### config.mk
export PLATFORM = sky130hd
export DESIGN_NAME = seq_ctx_sched
export DESIGN_NICKNAME = d
export VERILOG_FILES = /design/src/rtl/seq_ctx_pkg.sv /design/src/rtl/rr_arbiter.sv /design/src/rtl/seq_ctx_sched.sv
export SDC_FILE = /design/constraint.sdc
export NUM_CORES = 1
export LEC_CHECK = 0
export CORE_MARGIN = 8
export CORE_UTILIZATION = 50
export CTS_CLUSTER_DIAMETER = 100
export CTS_CLUSTER_SIZE = 12
export DETAILED_ROUTE_END_ITERATION = 6
export HOLD_SLACK_MARGIN = 0.03
export PLACE_DENSITY = 0.8
export REMOVE_ABC_BUFFERS = 1
export SYNTH_ARGS = -nofsm -noshare
export SYNTH_HDL_FRONTEND = slang
export SYNTH_SLANG_ARGS = --single-unit
### constraint.sdc
create_clock -name clk -period 3.34 [get_ports clk]
set_clock_uncertainty 0.1 [all_clocks]
set_input_delay 0.835 -clock clk [delete_from_list [all_inputs] [get_ports clk]]
set_output_delay 0.835 -clock clk [all_outputs]
set_load 0.1 [all_outputs]
### src/rtl/seq_ctx_pkg.sv
// Shared state encoding and transition table for the bit-serial Mealy engine.
// Used by the scheduler RTL; one place defines the next-state/output rule.
package seq_ctx_pkg;

  localparam logic [1:0] S_IDLE = 2'b00;
  localparam logic [1:0] S_ONE  = 2'b01;
  localparam logic [1:0] S_HOLD = 2'b10;
  localparam logic [1:0] S_ZERO = 2'b11;

  // Returns {next_state, y}; y depends only on the pre-update state and c.
  function automatic logic [2:0] seq_next(input logic [1:0] s, input logic c);
    logic [1:0] ns;
    case (s)
      S_IDLE:  ns = c ? S_ONE  : S_IDLE;
      S_ONE:   ns = c ? S_ONE  : S_ZERO;
      S_HOLD:  ns = c ? S_HOLD : S_IDLE;
      default: ns = c ? S_HOLD : S_ZERO;
    endcase
    return {ns, c & s[1]};
  endfunction

endpackage

### src/rtl/rr_arbiter.sv
// Round-robin arbiter: one-hot grant starting at the pointer, zero when en=0.
// Combinational grant; pointer advances past the winner at the clock edge.
module rr_arbiter #(
  parameter int N = 4,
  parameter int W = 2
) (
  input  logic         clk,
  input  logic         rst,
  input  logic [N-1:0] req,
  input  logic         en,
  output logic [N-1:0] gnt,
  output logic [W-1:0] gnt_idx
);

  logic [W-1:0] ptr_q, ptr_d;
  logic         found;

  always_comb begin
    gnt     = '0;
    gnt_idx = '0;
    found   = 1'b0;
    for (int k = 0; k < N; k++) begin
      if (en && !found && req[(int'(ptr_q) + k) % N]) begin
        found   = 1'b1;
        gnt_idx = W'((int'(ptr_q) + k) % N);
      end
    end
    if (found) gnt[gnt_idx] = 1'b1;
    ptr_d = ptr_q;
    if (found) ptr_d = (gnt_idx == W'(N - 1)) ? '0 : gnt_idx + 1'b1;
  end

  always_ff @(posedge clk) begin
    if (rst) ptr_q <= '0;
    else     ptr_q <= ptr_d;
  end

endmodule

### src/rtl/seq_ctx_sched.sv
// Shares one Mealy engine across N_CH bit streams with per-channel contexts.
// One bit per cycle; result registered one cycle after grant; grants stall while the response is held.
module seq_ctx_sched
  import seq_ctx_pkg::*;
#(
  parameter int N_CH = 4,
  parameter int CH_W = 2
) (
  input  logic            clk,
  input  logic            rst,
  input  logic [N_CH-1:0] req_valid,
  input  logic [N_CH-1:0] req_c,
  output logic [N_CH-1:0] req_ready,
  input  logic [N_CH-1:0] ch_clr,
  output logic            rsp_valid,
  input  logic            rsp_ready,
  output logic [CH_W-1:0] rsp_ch,
  output logic            rsp_y,
  output logic [1:0]      rsp_state
);

  logic [1:0]      ctx_q [N_CH];
  logic [1:0]      ctx_d [N_CH];
  logic            rsp_valid_q, rsp_valid_d;
  logic [CH_W-1:0] rsp_ch_q, rsp_ch_d;
  logic            rsp_y_q, rsp_y_d;
  logic [1:0]      rsp_state_q, rsp_state_d;

  logic            can_issue;
  logic            any_gnt;
  logic [N_CH-1:0] gnt;
  logic [CH_W-1:0] gnt_idx;
  logic [1:0]      cur_s;
  logic [2:0]      eng;

  assign can_issue = ~rsp_valid_q | rsp_ready;

  rr_arbiter #(.N(N_CH), .W(CH_W)) u_arb (
    .clk     (clk),
    .rst     (rst),
    .req     (req_valid),
    .en      (can_issue),
    .gnt     (gnt),
    .gnt_idx (gnt_idx)
  );

  assign req_ready = gnt;
  assign any_gnt   = |gnt;

  always_comb begin
    // A clear on the granted channel takes effect before the engine sees the bit.
    cur_s = ch_clr[gnt_idx] ? S_IDLE : ctx_q[gnt_idx];
    eng   = seq_next(cur_s, req_c[gnt_idx]);

    for (int i = 0; i < N_CH; i++) begin
      ctx_d[i] = ch_clr[i] ? S_IDLE : ctx_q[i];
    end
    if (any_gnt) ctx_d[gnt_idx] = eng[2:1];

    rsp_valid_d = rsp_valid_q;
    rsp_ch_d    = rsp_ch_q;
    rsp_y_d     = rsp_y_q;
    rsp_state_d = rsp_state_q;
    if (any_gnt) begin
      rsp_valid_d = 1'b1;
      rsp_ch_d    = gnt_idx;
      rsp_y_d     = eng[0];
      rsp_state_d = eng[2:1];
    end else if (rsp_ready) begin
      rsp_valid_d = 1'b0;
    end
  end

  always_ff @(posedge clk) begin
    if (rst) begin
      for (int i = 0; i < N_CH; i++) ctx_q[i] <= S_IDLE;
      rsp_valid_q <= 1'b0;
      rsp_ch_q    <= '0;
      rsp_y_q     <= 1'b0;
      rsp_state_q <= S_IDLE;
    end else begin
      ctx_q       <= ctx_d;
      rsp_valid_q <= rsp_valid_d;
      rsp_ch_q    <= rsp_ch_d;
      rsp_y_q     <= rsp_y_d;
      rsp_state_q <= rsp_state_d;
    end
  end

  assign rsp_valid = rsp_valid_q;
  assign rsp_ch    = rsp_ch_q;
  assign rsp_y     = rsp_y_q;
  assign rsp_state = rsp_state_q;

endmodule
Word level (Yosys, flattened, before mapping)
Cells that the tools add are included.
Storage, ports and cells
  register bits after elaboration: 16
  output and inout port bits: 10
  word-level logic and storage cells: 95
Operators by class
  add/sub/neg operators: 4
  magnitude comparators: 8
  equal/unequal tests: 3
  mux-type cells: 46
  bitwise operators: 7
  reduce and logical (&&, ||, !) cells: 18
Operators with widths (count)
  $mux W2: 15
  $mux W1: 18
  $bmux W1 S2: 6
  $lt A3 B4 Y1 const B: 3
  $logic_and A1 B1 Y1: 9
  $bwmux W8: 1
  $mux W8: 1
  $lt A2 B3 Y1 const B: 2
  $pmux W2 S3: 1
  $reduce_or A2 Y1: 3
  $add A2 B1 Y2 const B: 2
  $add A2 B2 Y2 const B: 2
  $bmux W2 S2: 1
  $demux W2 S2: 1
  $eq A2 B2 Y1 const B: 2
  $mux W4: 1
  $reduce_or A4 Y1: 1
  $and A1 B1 Y1 const A: 3
  $ge A3 B3 Y1 const B: 1
  $logic_not A1 Y1: 3
  $lt A3 B1 Y1 const B: 1
  $not A2 Y3: 1
  $demux W1 S2: 1
  $eq A2 B1 Y1 const B: 1
  6 further kinds: 6

Logic depth before layout (Yosys ltp)
Gate-level depths: netlist of run 1.
  depth after elaboration: 25
  mapped depth: 11
  depth with buffers taken out: 10

Cells and area by module
From an unflattened synthesis of run 1, not the netlist that was laid out.
Second synthesis, totals
  cells, all modules: 113
  area, all modules: 1034.7 µm²
By module, submodules not included
  seq_ctx_sched: times used 1, cells an instance 69, area an instance 694.4 µm², seq. area each 280.3 µm²
  rr_arbiter: times used 1, cells an instance 44, area an instance 340.3 µm², seq. area each 40.0 µm²

Worst setup path before layout of run 1
Ideal clock, no wire load.
  path kind: in2out
  start point: input port req_valid[3]
  end point: output port req_ready[3]
  arrival time: 2.816 ns
  required time: 2.405 ns
  path slack: -0.411 ns
  stages: 8
  buffers on the path: 1
  path through: buf_4 -> nand2b_1 -> a221oi_2 -> nor4_4 -> nor2_2 -> inv_1 -> ha_1 -> and2_1
On the way
  cells in the longest elaborated chain, start to end: 21
  elaborated cells on any way between the ends: 35
  classes of those cells: order compare (2); mux (22); reduce/logical (11)
RTL lines
  start, declared: RTL line seq_ctx_sched.sv:11  | input logic [N_CH-1:0] req_valid,
  $bmux W1 S2: RTL line rr_arbiter.sv:23  | if (en && !found && req[(int'(ptr_q) + k) % N]) begin
  $mux W1 (not written as such): RTL line rr_arbiter.sv:23
  $logic_and A1 B1 Y1: RTL line rr_arbiter.sv:23
  $mux W1: RTL line rr_arbiter.sv:23
  $logic_not A1 Y1: RTL line rr_arbiter.sv:23
  $logic_and A1 B1 Y1 (2 in series): RTL line rr_arbiter.sv:23
  $mux W1: RTL line rr_arbiter.sv:23
  $logic_not A1 Y1: RTL line rr_arbiter.sv:23
  (+4 left out)
  $logic_and A1 B1 Y1 (2 in series): RTL line rr_arbiter.sv:23
  $mux W2 *: RTL line rr_arbiter.sv:23
  named net gnt_idx[1]: RTL line seq_ctx_sched.sv:32  | logic [CH_W-1:0] gnt_idx;
  $lt A2 B3 Y1 (not written as such) or $ge A2 B1 Y1 (tied branches): RTL line rr_arbiter.sv:28  | if (found) gnt[gnt_idx] = 1'b1;
  $logic_and A1 B1 Y1 (not written as such): RTL line rr_arbiter.sv:28
  $mux W1 (not written as such): RTL line rr_arbiter.sv:28
  $demux W1 S2 *
  $mux W4 *: RTL line rr_arbiter.sv:28
  end, declared: RTL line seq_ctx_sched.sv:13  | output logic [N_CH-1:0] req_ready,
Mark *: on every way through the listed nets, which the timed path passes. The rest lies on a longest branch. The select of a mux whose other input is x is not followed.

Final worst setup path of run 1
  start point: input port req_valid[3]
  end point: output port req_ready[2]
The elaborated chain is that of the path after synthesis.

==> results of run 1 <==
## metrics by stage
stage          instance area [µm²]  setup WS [ns]
2_1_floorplan                 1180         -0.356
3_3_place_gp                  1640         -0.260
3_5_place_dp                  1640         -0.354
4_1_cts                       1750        0.00437
5_1_grt                       1800        -0.0329
6_report                      1800         0.0582
## cells by family after synthesis
| family | count (synthesis) | share of synthesized area, % |
|---|---|---|
| AND/OR/NAND/NOR | 74 | 33.5 |
| AO/OA/AOI/OAI | 41 | 27.9 |
| flip-flops | 16 | 26.0 |
| buffers and inverters | 9 | 4.98 |
| adder cells (fa/ha/maj) | 4 | 4.07 |
| multiplexers | 3 | 3.46 |
## state kept, by name (all words and copies together), names as in the netlist
name         flops
rsp_y            1
ctx_q            8
u_arb.ptr_q      2
rsp_ch           2
rsp_state        2
rsp_valid        1
## what timing repair did
item | 4_1_cts | 5_1_grt
cloned | 0 | 0
endpoints found under the setup margin | 4 | 4
pin swaps | 6 | 6
setup buffers | 4 | 4
gates resized for setup | 18 | 14
## power groups by stage
stage	combinational (mW)	clock (mW)	sequential, mW
after floorplan	0.231	0	0.271
after global placement	0.423	0	0.225
after detailed placement	0.428	0	0.227
after CTS	0.454	0.132	0.224
after global routing	0.508	0.143	0.228
final	0.480	0.130	0.226
## cell usage in the layout (no fill, tap or decap), types with 2 or more instances in the layout
cell             count
ha_4                 2
o211ai_1             5
o21ai_0              8
buf_4               34
o21ai_1              5
nand2_1             22
buf_12               4
nor2_1               4
dfxtp_1             15
nand2b_1             2
clkbuf_2             4
a21oi_1              5
nor3_1               4
nand4_1              6
nand2b_4             2
inv_2                2
a21oi_2              2
ha_1                 2
a2bb2o_4             2
a211o_1              3
nand3_1             12
and2_1               5
clkdlybuf4s50_1      9
clkbuf_4             3
nor2_4               2
mux2i_2              2
and2_4               5
## per-layer routing
layer  up-vias  GRT usage [%]  wire length, µm  part of all wire [%]
met5         -              0                0                     0
met4         0           7.36               62                   1.6
met3         8           3.57              245                   6.4
met2        58           28.5             1930                    51
met1       633           19.3             1580                    41
li1        638              -                -                     -
## worst paths after layout
| path | depth (start not counted) | slack (ns) | endpoint |
|---|---|---|---|
| setup / recovery | 10 | 0.06 | req_ready[2] |
| hold / removal | 2 | 0.36 | ctx_q[7] |
| setup reg to reg | 11 | 0.61 | ctx_q[1] |
| hold reg to reg | 2 | 0.36 | ctx_q[7] |
## worst min-delay path: stages, from the launching register on
cell	delay, ns
dfxtp_1	0.32
nand2_1	0.05
o21ai_1	0.05
## layout make-up
class,instances,area (µm²)
multi-input combinational,122,927
sequential,16,322
timing repair buffer,53,465
clock buffer,4,36.3
tap,30,37.5
fill,173,611
inverter,3,11.3
==> results.yml, run 1 <==
place:
  dp.cells: 216
  place.gp.congestion: 0.867
  io_buffer_count: 24
  dp.final_hpwl_mm: 2.70
clock_tree:
  cts_max_level: 1
  cts_buffers: 3
  clk_latency_ns: 0.29
  cts_tree: "yes"
  cts-root-buf: "clkbuf_4"
  hold_buffers: 0
  cts.sinks: 16
  clk_pin_slew_worst_paths_ns: 0.09
  cts_buffer_depth: 2
routing:
  num_vias: 1337
  drtAntennaViolNets: 0
  routed_wirelength_mm: 3.81
  avgRoutedWirePerCell_um: 16.7
  routed_via_density: 5.86
  drt_pre_antenna_iters: 4
  drc: 0
  drt_iter0_markers: 89
sta:
  finalHoldViolCount: 0
  drv_slew: 0
  fin_crit_sh_pct: 98.3
  rsz0062_at_grt: "yes"
  worstMarginPinSlew_ns: 0.470
  relSlewSlack_pct: 68.5
  whs_ns: 0.355
  timing.fmax_mhz: 305
  period_needed_ns: 3.28
  fin_setup_tns_ns: 0
  finalSetupViolCount: 0
layout:
  diodes: 0
  area_growth_pct: 46.1
  drive_gt1_share_pct: 40.9
  fin_cells: 228
  nNetsFinal: 218
  final_util_pct: 74.7
floorplanning:
  core_area_mm2: 0.00241
  io_pins: 25
  rows: 18
  die_area_mm2: 0.00431
  die_height_um: 65.6
  die_w_um: 65.6
  start_util_pct: 51.1
power:
  p_sw_share_pct: 44.0
  finalPower_mw: 0.835
  power_switching_mw: 0.367
  p_int_mw: 0.468
  p_per_area_mw_per_mm2: 464
  combPwrFrac_pct: 57.4
  clkPwrFrac_pct: 15.5
  power_frac_seq_pct: 27.1
  p_leak_nw: 0.724
  peakVddDrop_mv: 0.447
critical_path:
  r2r_start: "u_arb.ptr_q[1]"
  startpoint_type: "input pin"
  path_class: "input pin to output pin"
  slowest_delay_ns: 0.34
  critPathMaxFanout: 5
  end_kind: "output pin"
  slowest_stage: "nor4_4"
  crit_path_cell_trace: "clkbuf_2 > buf_6 > mux2i_2 > a21oi_2 > nor4_4 > nor2_4 > inv_2 > ha_4 > and2_4 > buf_12"
  path_delay_family: "simple AND/OR/NAND/NOR gates"
  cp_num_buf_inv: 4
  critPathArrivalTime_ns: 2.35
  worst_ep_required_time_ns: 2.40
  crit_path_start: "req_valid[3]"
logic_synthesis:
  synth_common_cells: "nand2_1, dfxtp_1, nand3_1, and2_1, o21ai_0"
  synth.distinct_cells: 47
  synthFlopType: "dfxtp_1"
  async_flop_share_pct: 0
  yosysMostFrequentCell: "nand2_1"
  ys_ff_latch: 16
  syn-cell-area_mm2: 0.00123
  post-synth-top-area-cell: "dfxtp_1"
  ys_seq_area_share_pct: 26.0
  synth_top_area_share_pct: 26.0
  yosysWarnings: 0
  synthTopCellsByArea: "dfxtp_1, nand2_1, nand3_1"
  syn-instance-count: 147
  synth_edf_count: 0
  syn_area_per_cell_um2: 8.38
global_route:
  grt_pass1_vias: 1279
  grt.total_usage_pct: 16.7
  globalRouteOverflowTotal: 0
  grt_max_degree: 13
  antenna_found_initial: 0
  grt_pass1_wl_mm: 5.80
outcome:
  outcome: "finished, final reports clean"
job:
  drv_cap: 0
min_path:
  hp-class: "flip-flop to flip-flop"
  min-delay-start: "ctx_q[7]"
Power figures use the tool's default switching activity.
==> run 2: changes to the inputs <==
--- a/config.mk
+++ b/config.mk
@@ -10,8 +10,9 @@
 export CTS_CLUSTER_DIAMETER = 100
 export CTS_CLUSTER_SIZE = 12
 export DETAILED_ROUTE_END_ITERATION = 6
+export DONT_BUFFER_PORTS = 1
 export HOLD_SLACK_MARGIN = 0.03
-export PLACE_DENSITY = 0.8
+export PLACE_DENSITY = 0.67
 export REMOVE_ABC_BUFFERS = 1
 export SYNTH_ARGS = -nofsm -noshare
 export SYNTH_HDL_FRONTEND = slang
==> results.yml, run 2 (same netlist as run 1, synthesis figures left out) <==
outcome:
  outcome: "finished, final reports clean"
routing:
  drtAntennaViolNets: 0
  drt_iter0_markers: 46
  routed_wirelength_mm: 3.02
  drc: 0
  num_vias: 1094
  drt_pre_antenna_iters: 4
  routed_via_density: 5.95
  avgRoutedWirePerCell_um: 16.4
place:
  place.gp.congestion: 0.899
  dp.final_hpwl_mm: 2.40
  dp.cells: 180
  io_buffer_count: 0
floorplanning:
  core_area_mm2: 0.00241
  die_height_um: 65.6
  die_w_um: 65.6
  io_pins: 25
  die_area_mm2: 0.00431
  rows: 18
  start_util_pct: 51.1
min_path:
  hold_end: "ctx_q[5]"
  min-delay-start: "ctx_q[5]"
  hold_path_depth: 2
  hp-class: "flip-flop to flip-flop"
layout:
  nFillCells: 225
  fin_cells: 184
  diodes: 0
  drive_gt1_share_pct: 22.1
  mostFrequentLayoutCell: "nand2_1"
  multi_input_area_um2: 852
  area_growth_pct: 11.7
  regArea_um2: 320
  largest_reg_flops: 8
  regMostFlops: "ctx_q"
  layout.cells.most_common_list: "nand2_1, dfxtp_1, nand3_1, and2_1, o21ai_0"
  nNetsFinal: 174
job:
  drv_cap: 0
global_route:
  grtUsageMet2_pct: 25.2
  grt.total_usage_pct: 15.2
  grt_use_met1_pct: 17.7
  grt_max_degree: 13
  grt_pass1_vias: 1105
  globalRouteOverflowTotal: 0
  grtUsageMet3_pct: 3.91
  grt.busiest_layer: "met2"
  antenna_found_initial: 0
  grt_pass1_wl_mm: 5.15
clock_tree:
  cts_buffer_depth: 2
  post_cts_buffers: 0
  cts_tree: "yes"
  cts_max_level: 1
  clk_latency_ns: 0.30
  hold_buffers: 0
  cts_resized: 0
  cts-root-buf: "clkbuf_4"
  cts_buffers: 3
  clk_pin_slew_worst_paths_ns: 0.09
  cts.sinks: 16
sta:
  rsz0062_at_grt: "no"
  whs_ns: 0.352
  drv_slew: 0
  relSlewSlack_pct: 35.0
  finalSetupViolCount: 0
  timing.fmax_mhz: 312
  worstMarginPinSlew_ns: 0.974
  period_needed_ns: 3.21
  fin_crit_sh_pct: 96.0
  finalHoldViolCount: 0
power:
  combPwrFrac_pct: 44.7
  p_leak_nw: 0.497
  p_sw_share_pct: 45.2
  power_switching_mw: 0.325
  clkPwrFrac_pct: 18.3
  power_frac_seq_pct: 36.9
  peakVddDrop_mv: 0.359
  p_per_area_mw_per_mm2: 523
  p_int_mw: 0.394
critical_path:
  critPathMaxFanout: 9
  r2r_end: "ctx_q[2]"
  reg2reg_slack_ns: 0.93
  cp_num_buf_inv: 2
  critPathArrivalTime_ns: 2.27
  worst_ep_required_time_ns: 2.40
  slowest_delay_ns: 0.33
  r2r_cells: 10
  r2r_start: "u_arb.ptr_q[1]"
  crit_path_cell_trace: "nand2b_1 > a221oi_2 > nor4_4 > nor2_2 > inv_1 > ha_1 > and2_1 > buf_12"
  startpoint_type: "input pin"
  end_kind: "output pin"
  path_delay_family: "simple AND/OR/NAND/NOR gates"
  path_class: "input pin to output pin"
  slowest_stage: "a221oi_2"
run 2: cell types whose count changed in the layout (fill, tap and decap cells not counted), sizes merged:
cell,before,now
clkdlybuf4s50,9,0
dlygate4sd2,1,0
clkbuf,8,4
buf,39,9
run 2: cell type report:
| class | count | share of cell area, % |
|---|---|---|
| clock buffers | 4 | 2.64 |
| inverters | 3 | 0.819 |
| multi-input cells | 122 | 62.0 |
| flip-flops and latches | 16 | 23.3 |
| well taps | 30 | 2.73 |
| repair buffers | 9 | 8.55 |
run 2: routing by layer:
metal  vias to the layer above  routed length, µm
met5                         -                  0
met4                         0                 40
met3                         4                279
met2                        34               1480
met1                       505               1230
li1                        551                  -
run 2: how the worst max path moves through the flow:
stage	cells after the start	to	slack [ns]	start
2_1_floorplan	6	req_ready[3]	-0.36	rsp_ready
3_3_place_gp	8	req_ready[2]	0.16	req_valid[3]
3_5_place_dp	8	req_ready[2]	0.14	req_valid[3]
4_1_cts	7	req_ready[0]	0.09	u_arb.ptr_q[1]
5_1_grt	8	req_ready[3]	0.03	req_valid[3]
6_report	8	req_ready[3]	0.13	req_valid[3]
run 2: per-stage QoR:
step	setup TNS, ns	worst slack, ns	power [mW]	instance area (µm²)	utilization (%)
final	0	0.133	0.720	1380	57.1
after global routing	0	0.0286	0.757	1380	57.1
after CTS	0	0.0882	0.721	1370	57.0
after detailed placement	0	0.140	0.592	1340	55.5
after global placement	0	0.162	0.589	1340	55.5
after floorplan	-1.10	-0.356	0.501	1180	-
run 2: power groups by stage:
stage                     combinational (mW)  sequential (mW)  clock (mW)
after floorplan                        0.231            0.271           0
after global placement                 0.319            0.270           0
after detailed placement               0.321            0.270           0
after CTS                              0.323            0.266       0.132
after global routing                   0.350            0.269       0.138
final                                  0.322            0.266       0.132
run 2: worst reg2reg max path, cell delays in order, from the launching register on:
cell and delay, ns:
dfxtp_1 0.56, mux2i_1 0.30, o211ai_2 0.12, nor2_2 0.24
inv_1 0.11, ha_1 0.21, and2_1 0.17, buf_12 0.17
nor3_1 0.21, nand2_1 0.09, nand3_1 0.08
